==> src/rtl/frame_packer.sv <==
// Frame packer: wraps a 32-bit sample stream into host-link packets of the form
// MAGIC, INFO {frame_cnt, size}, payload words, checksum.
// Valid/ready on both sides; the output word is held in a register that also
// serves as the single skid stage, so nothing is lost under backpressure.
//
//   state     | meaning
//   ----------+-----------------------------------------------------------
//   S_IDLE    | waiting for a rising edge of i_frame_ready
//   S_MAGIC   | MAGIC word presented with o_sop, waiting for it to transfer
//   S_INFO    | {frame_cnt, size} presented, waiting for it to transfer
//   S_PAYLOAD | accepting payload words into the output register
//   S_CSUM    | checksum presented with o_eop, waiting for it to transfer
module frame_packer #(
  parameter logic [31:0] MAGIC  = 32'hA55A_5AA5,
  parameter int          SIZE_W = 16
) (
  input  logic              clk,
  input  logic              rst_n,
  input  logic              i_frame_ready,
  input  logic [SIZE_W-1:0] i_frame_size,
  input  logic [31:0]       i_data,
  input  logic              i_vld,
  output logic              o_rdy,
  output logic [31:0]       o_data,
  output logic              o_vld,
  input  logic              i_rdy,
  output logic              o_sop,
  output logic              o_eop,
  output logic              o_busy,
  output logic [SIZE_W-1:0] o_frame_cnt,
  output logic              o_overrun
);

  typedef enum logic [2:0] {
    S_IDLE,
    S_MAGIC,
    S_INFO,
    S_PAYLOAD,
    S_CSUM
  } state_t;

  state_t              state_q, state_d;
  logic                rdy_q, rdy_d;
  logic [SIZE_W-1:0]   size_q, size_d;
  logic [SIZE_W-1:0]   cnt_q, cnt_d;
  logic [31:0]         csum_q, csum_d;
  logic [31:0]         data_q, data_d;
  logic                vld_q, vld_d;
  logic                sop_q, sop_d;
  logic                eop_q, eop_d;
  logic                busy_q, busy_d;
  logic [SIZE_W-1:0]   frame_cnt_q, frame_cnt_d;
  logic                overrun_q, overrun_d;

  logic fr_edge;
  logic xfer;
  logic load;
  logic rdy_out;

  assign fr_edge = i_frame_ready & ~rdy_q;
  assign xfer    = vld_q & i_rdy;
  // A payload word can enter only if the output register is empty or draining now.
  assign rdy_out = (state_q == S_PAYLOAD) && (cnt_q < size_q) && (~vld_q || i_rdy);
  assign load    = i_vld & rdy_out;

  assign o_rdy       = rdy_out;
  assign o_data      = data_q;
  assign o_vld       = vld_q;
  assign o_sop       = sop_q;
  assign o_eop       = eop_q;
  assign o_busy      = busy_q;
  assign o_frame_cnt = frame_cnt_q;
  assign o_overrun   = overrun_q;

  // Next-state and next-output computation for the packet sequencer.
  always_comb begin
    state_d     = state_q;
    rdy_d       = i_frame_ready;
    size_d      = size_q;
    cnt_d       = cnt_q;
    csum_d      = csum_q;
    data_d      = data_q;
    vld_d       = vld_q;
    sop_d       = sop_q;
    eop_d       = eop_q;
    frame_cnt_d = frame_cnt_q;
    // Any edge outside IDLE is dropped, including one coinciding with end of packet.
    overrun_d   = fr_edge && (state_q != S_IDLE);

    case (state_q)
      S_IDLE: begin
        if (fr_edge) begin
          size_d  = i_frame_size;
          cnt_d   = '0;
          csum_d  = '0;
          data_d  = MAGIC;
          vld_d   = 1'b1;
          sop_d   = 1'b1;
          state_d = S_MAGIC;
        end
      end
      S_MAGIC: begin
        if (xfer) begin
          data_d  = 32'({frame_cnt_q, size_q});
          sop_d   = 1'b0;
          state_d = S_INFO;
        end
      end
      S_INFO: begin
        if (xfer) begin
          if (size_q != '0) begin
            vld_d   = 1'b0;
            state_d = S_PAYLOAD;
          end else begin
            data_d  = csum_q;
            eop_d   = 1'b1;
            state_d = S_CSUM;
          end
        end
      end
      S_PAYLOAD: begin
        if (load) begin
          data_d = i_data;
          vld_d  = 1'b1;
          cnt_d  = cnt_q + SIZE_W'(1);
          csum_d = csum_q + i_data;
        end else if (xfer) begin
          // Last payload word leaving: checksum already includes it.
          if (cnt_q == size_q) begin
            data_d  = csum_q;
            eop_d   = 1'b1;
            state_d = S_CSUM;
          end else begin
            vld_d = 1'b0;
          end
        end
      end
      S_CSUM: begin
        if (xfer) begin
          vld_d       = 1'b0;
          eop_d       = 1'b0;
          frame_cnt_d = frame_cnt_q + SIZE_W'(1);
          state_d     = S_IDLE;
        end
      end
      default: begin
        state_d = S_IDLE;
        vld_d   = 1'b0;
        sop_d   = 1'b0;
        eop_d   = 1'b0;
      end
    endcase

    busy_d = (state_d != S_IDLE);
  end

  // State and registered outputs; reset aborts any packet in flight.
  always_ff @(posedge clk or negedge rst_n) begin
    if (!rst_n) begin
      state_q     <= S_IDLE;
      rdy_q       <= 1'b0;
      size_q      <= '0;
      cnt_q       <= '0;
      csum_q      <= '0;
      data_q      <= '0;
      vld_q       <= 1'b0;
      sop_q       <= 1'b0;
      eop_q       <= 1'b0;
      busy_q      <= 1'b0;
      frame_cnt_q <= '0;
      overrun_q   <= 1'b0;
    end else begin
      state_q     <= state_d;
      rdy_q       <= rdy_d;
      size_q      <= size_d;
      cnt_q       <= cnt_d;
      csum_q      <= csum_d;
      data_q      <= data_d;
      vld_q       <= vld_d;
      sop_q       <= sop_d;
      eop_q       <= eop_d;
      busy_q      <= busy_d;
      frame_cnt_q <= frame_cnt_d;
      overrun_q   <= overrun_d;
    end
  end

endmodule

==> config.mk <==
export PLATFORM = sky130hd
export DESIGN_NAME = frame_packer
export DESIGN_NICKNAME = d
export VERILOG_FILES = /design/src/rtl/frame_packer.sv
export SDC_FILE = /design/constraint.sdc
export NUM_CORES = 1
export LEC_CHECK = 0
export CORE_MARGIN = 2
export CORE_UTILIZATION = 30
export DETAILED_ROUTE_END_ITERATION = 10
export SLEW_MARGIN = 10
export SYNTH_ARGS = -nofsm -noshare
export SYNTH_HDL_FRONTEND = slang
export SYNTH_SLANG_ARGS = --single-unit
==> constraint.sdc <==
create_clock -name clk -period 2.7 [get_ports clk]
set_input_delay 0.54 -clock clk [delete_from_list [all_inputs] [get_ports clk]]
set_output_delay 0.54 -clock clk [all_outputs]
set_load 0.01 [all_outputs]
======== After elaboration in Yosys (flattened, before gate mapping) ========
Cells that the tools add are included.
W data, S select, Z words.
operators by class
  add/sub/neg operators ................... 3
  order comparisons ....................... 1
  eq/ne operators ......................... 18
  mux-type cells .......................... 38
  bitwise gates (word level) .............. 8
  reductions and logical operators ........ 19
operator list
  cell                     count
  $mux W32                 9
  $pmux W32 S4             1
  $pmux W32 S2             1
  $add A16 B1 Y16 const B  2
  $add A32 B32 Y32         1
  $mux W16                 2
  $pmux W16 S2             1
  $mux W3                  8
  $reduce_and A7 Y1        3
  $ne A2 B2 Y1 const B     9
  $eq A16 B16 Y1           1
  $lt A16 B16 Y1           1
  $reduce_bool A16 Y1      1
  $pmux W3 S5              1
  $mux W1                  12
  $eq A3 B2 Y1 const B     2
  $ne A3 B3 Y1 const B     2
  $reduce_and A3 Y1        2
  $reduce_bool A3 Y1       2
  $not A1 Y1               5
  $pmux W1 S5              1
  $pmux W1 S4              1
  $reduce_and A2 Y1        2
  $reduce_bool A4 Y1       1
  12 further kinds         16
storage, ports and cells
  register bits ........................... 121
  input bits .............................. 53
  output and inout port bits .............. 54
  logic and storage cells ................. 99

======== Longest topological paths before layout ========
  depth in word-level cells ............... 7
  gate-level depth with buffers ........... 13

======== Worst setup path before layout ========
Ideal clock, no wire load.
  kind .................................... register to register
  from .................................... register cnt_q[11]
  to ...................................... register data_q[27], in the netlist o_data[27]
  setup time .............................. 0.137 ns
  data arrival time ....................... 2.549 ns
  slack ................................... 0.014 ns
  cell stages (with the launch flop) ...... 13
  path buffers ............................ 2
  period minus slack after synthesis ...... 2.686 ns
  cells stage by stage .................... dfrtp_1 ha_1 a21o_1 a221o_1 a21oi_1 o221ai_2 nor2_2 nand2_2 buf_6 buf_2 and3_1 a221oi_1 a21oi_1
on the way
  longest elaborated chain between the ends .. 6
  elaborated cells between the ends (all ways) .. 10
  those cells by class .................... 1 x order compare; 3 x eq/ne; 2 x mux; 1 x bitwise; 3 x reduce/logical
ends and longest elaborated chain
  what                                                                RTL line  text
  start: declaration                                                  45        logic [SIZE_W-1:0] cnt_q, cnt_d;
  start signal: assignment                                            176       cnt_q <= cnt_d;
  $lt A16 B16 Y1 (*)                                                  63        assign rdy_out = (state_q == S_PAYLOAD) && (cnt_q < size_q) && (~vld_q || i_rdy);
  $logic_and A1 B1 Y1 (*) (2 in a row)                                63
  net o_rdy                                                           23        output logic o_rdy,
  $and A1 B1 Y1 (*)                                                   64        assign load = i_vld & rdy_out;
  $ne A3 B2 Y1 (no source line), or another cell as far along         --
  $reduce_and A7 Y1 (no source line) or $pmux W32 S4 (tied branches)  --
  end signal: assignment                                              178       data_q <= data_d;
  end: declaration                                                    47        logic [31:0] data_q, data_d;
The timed path passes the listed nets; every way through them passes the cells marked *.
A chain may end at the register's enable or synchronous reset.

======== Worst setup path after layout ========
  from .................................... register cnt_q[12]
  to ...................................... register data_q[17], in the netlist o_data[17]
on the way
  longest elaborated chain between the ends .. 6
  elaborated cells between the ends (all ways) .. 10
  those cells by class .................... 1 x order compare; 3 x eq/ne; 2 x mux; 1 x bitwise; 3 x reduce/logical
ends and longest elaborated chain
  what                                                                RTL line
  $lt A16 B16 Y1                                                      63
  $logic_and A1 B1 Y1 (2 in a row)                                    63
  $and A1 B1 Y1                                                       64
  $ne A3 B2 Y1 (no source line), or another cell as far along         --
  $reduce_and A7 Y1 (no source line) or $pmux W32 S4 (tied branches)  --
Several ways; a longest one is shown, not always the timed one.

==> summary.md <==
| Metric | Value |
|---|---|
| Io pins | between 100 and 150 |
| Share of cells above drive strength 1 | between 20% and 30% |
| Final Util | between 40% and 50% |
| Placed cells | between 1000 and 1500 |
| CTS sink count | approximately 120 |
| CP arrival | about 3200 ps |
| Via/cell ratio | around 5.1 |
| CP Launch Type | flop |
| Post-Syn Instances | roughly 820 |
| Skew-Pair Late Insertion Delay | about 430 ps |
| Dpl cell area | approximately 10000 µm² |
| DR WL/cell | about 18 µm |
| Final Hold Vio Count | 0 |
| RSZ-0062 raised after global routing | yes |
| Initial Util | 30.4% |
| Synthesis-to-finish area growth | 51.3% |
| Sw Ratio | 36.1% |
| Worst-Margin Slew | 583 ps |
| Max-slew violations | 0 |
| GRT Total Usage | around a fifth |
| Vias in the first global route | approximately 6900 |
| Pre-CTS setup slack | -749 ps |
| VDD IR-drop max | 0.463 mV |
| Drt initial violations | roughly 520 |
| Post-DP HPWL | around 17000 µm |
| Die H | between 150 and 200 µm |
| Final cell count without fillers | between 1000 and 1500 |
| Vias | around 7000 |
| Die area | 25700 µm² |
| R2R cell count | 13 |
| Setup_tns | -2580 ps |
| Worst Hold Margin | about 85 ps |
| Slew HR | between 60% and 70% |
| Most frequent cells in the layout | buf_4, dfrtp_1, clkdlybuf4s50_1 |
| CP endpoint kind | flop |
| Power, Total | 9.72 mW |
| Initial DRT Pass Iterations | 5 |
| Clk pwr share | 25.9% |
| CTS Root Cell | clkbuf_16 |
| Register-to-register setup slack | -110 ps |
| Final-layout fill cell count | about 2300 |
| Peak Freq | 356 MHz |
| Pint | approximately 6.2 mW |
| Post-layout min period | 2810 ps |
| Failing checks | negative setup slack |
| Max_cap viols | 0 |
| Number of buffers on the longest clock path | 2 |
| DIE WIDTH | 160 µm |
| #FFs+latches synth | about 120 |
| GPL Wtd Cong | between 0.8 and 0.9 |
| Cell variety after synth | between 50 and 60 |
| Cell area after layout | ~11000 µm² |
| Number of remaining DRC errors | 0 |
| CTS Hold Bufs | 0 |
| Mapped Nets | a little over 900 |
| Total Wirelength | between 20000 and 30000 µm |
| Largest net degree at the start of global routing | 58 |
| Final ANT Viol Nets | 0 |
| Status | finished with violations |
| Combinational power share | 46.7% |
| Pwr/cell area | between 800 and 900 nW/µm² |
| First-pass GRT wire length | roughly 38000 µm |
| Critical path data required time | between 3000 and 4000 ps |
| Number of port buffers | 106 |
| Final setup margin | -109 ps |
| Core footprint | roughly 24000 µm² |
| Post-synth design cell area | 7340 µm² |
| Final Skew | approximately 12 ps |
| FP Rows | 57 |
| Share of flip-flops with an asynchronous set or reset | 100% |
| Psw | around 3.5 mW |
| CP max FO | 8 |
| Final setup vio count | 42 |
| GRT Residual Overflow | 0 |
| Setup CP Type | reg2reg |
| LEAKAGE | ~5.0 nW |
| Top_reg_cell synth | dfrtp_1 |
| Commonest non-fill, non-tap cell in the layout | buf_4 |
| Post-synth EDFFs | 0 |
| Syn. warnings | 0 |
| TritonCTS clock tree | yes |
| Htree depth | 4 |
| Proportion of power drawn by flip-flops and latches | a little over a quarter |
| Total CTS buffers | 17 |
| Reg clk slew, reported paths | 60 ps |
| Avg Cell Area, Syn | 8.97 µm² |
| Nets | between 1000 and 1500 |
| Fin crit share | 104% |
| Initial antenna violation count | 0 |
| Number of antenna diodes | 0 |
| Worst hold path type | in2async |
| Seq/Total Area, Yosys | 41.2% |
-- cell usage after synthesis, drive strengths merged (2+ instances only) --
cell / count / share of area, %
dfrtp: 121 / 41
nand2: 85 / 4.4
nor2: 74 / 3.8
o21ai: 67 / 4.6
a21oi: 54 / 3.7
ha: 49 / 8.3
nand3: 48 / 3.3
xnor2: 38 / 4.5
a221oi: 33 / 3.9
inv: 33 / 1.7
clkbuf: 28 / 1.4
a31oi: 21 / 1.8
and3: 19 / 1.6
xor2: 18 / 2.1
a21o: 14 / 1.4
buf: 14 / 1.1
nand4: 13 / 1.3
nor3: 11 / 0.75
o21a: 10 / 1.0
a211oi: 6 / 0.85
o21bai: 6 / 0.61
nand2b: 5 / 0.43
nor2b: 5 / 0.43
nor4: 5 / 0.51
o31ai: 5 / 0.51
a2111oi: 4 / 0.90
and4: 4 / 0.48
or3: 4 / 0.34
and2: 3 / 0.26
nor3b: 3 / 0.31
o211ai: 3 / 0.31
o22ai: 3 / 0.26
a21boi: 2 / 0.20
-- logic make-up after synthesis --
group	after synthesis	share of synthesized area [%]
flops	121	41.2
simple gates	282	18.2
fa+ha+maj	50	8.62
xor+xnor	56	6.68
compound gates	235	21.1
buf+inv	75	4.19
-- power by group through the flow --
stage	Clock [mW]	Combinational, mW	Sequential, mW
2_1_floorplan	0	2.24	2.63
3_3_place_gp	0	4.07	2.62
3_5_place_dp	0	4.09	2.63
4_1_cts	2.56	4.23	2.61
5_1_grt	2.63	5.00	2.71
6_report	2.52	4.54	2.66
-- per-layer routing --
| metal | share of wire, % | track usage (%) | up-vias |
|---|---|---|---|
| li1 | - | - | 3463 |
| met1 | 45 | 26.2 | 3445 |
| met2 | 46 | 31.0 | 245 |
| met3 | 6.5 | 3.13 | 32 |
| met4 | 2.0 | 4.55 | 0 |
| met5 | 0 | 0 | - |
-- worst max-delay path: stages (launching register included) --
cell and delay, ps:
dfrtp_1 390, ha_1 320, buf_4 140, a221o_1 360, a21oi_2 150, o221ai_2 130, nor2_2 160, nand2_2 70
buf_12 140, a211oi_4 280, buf_6 210, clkbuf_16 210, nor2_2 40, a31oi_1 130
-- layout make-up --
cell class	count	area (µm²)	area share, %
Clock buffer	17	425	3.83
Clock inverter	15	216	1.95
Inverter	33	124	1.11
Multi-Input combinational cell	623	4420	39.8
Sequential cell	121	3030	27.3
Tap cell	324	405	3.65
Timing Repair Buffer	267	2490	22.4
-- sequential cells by signal, summed over array words and instances (netlist names) --
signal	flops
o_data	32
rdy_q	1
o_overrun	1
cnt_q	16
size_q	16
state_q	3
o_eop	1
o_busy	1
o_frame_cnt	16
csum_q	32
o_vld	1
o_sop	1
-- repair_timing --
| item | 4_1_cts | 5_1_grt |
|---|---|---|
| gates resized for setup | 31 | 84 |
| endpoints found under the setup margin | 55 | 63 |
| pin swaps | 11 | 25 |
| setup buffers | 4 | 7 |
| gates cloned | 2 | 5 |
-- final timing paths --
path | from | endpoint
worst max-delay path | cnt_q[12] | o_data[17]
worst min-delay path | rst_n | csum_q[15]
worst max register to register | cnt_q[12] | o_data[17]
min in group clk | o_sop | o_sop
worst min register to register | o_sop | o_sop
max in group asynchronous | rst_n | o_data[28]
Power figures use the tool's default switching activity.
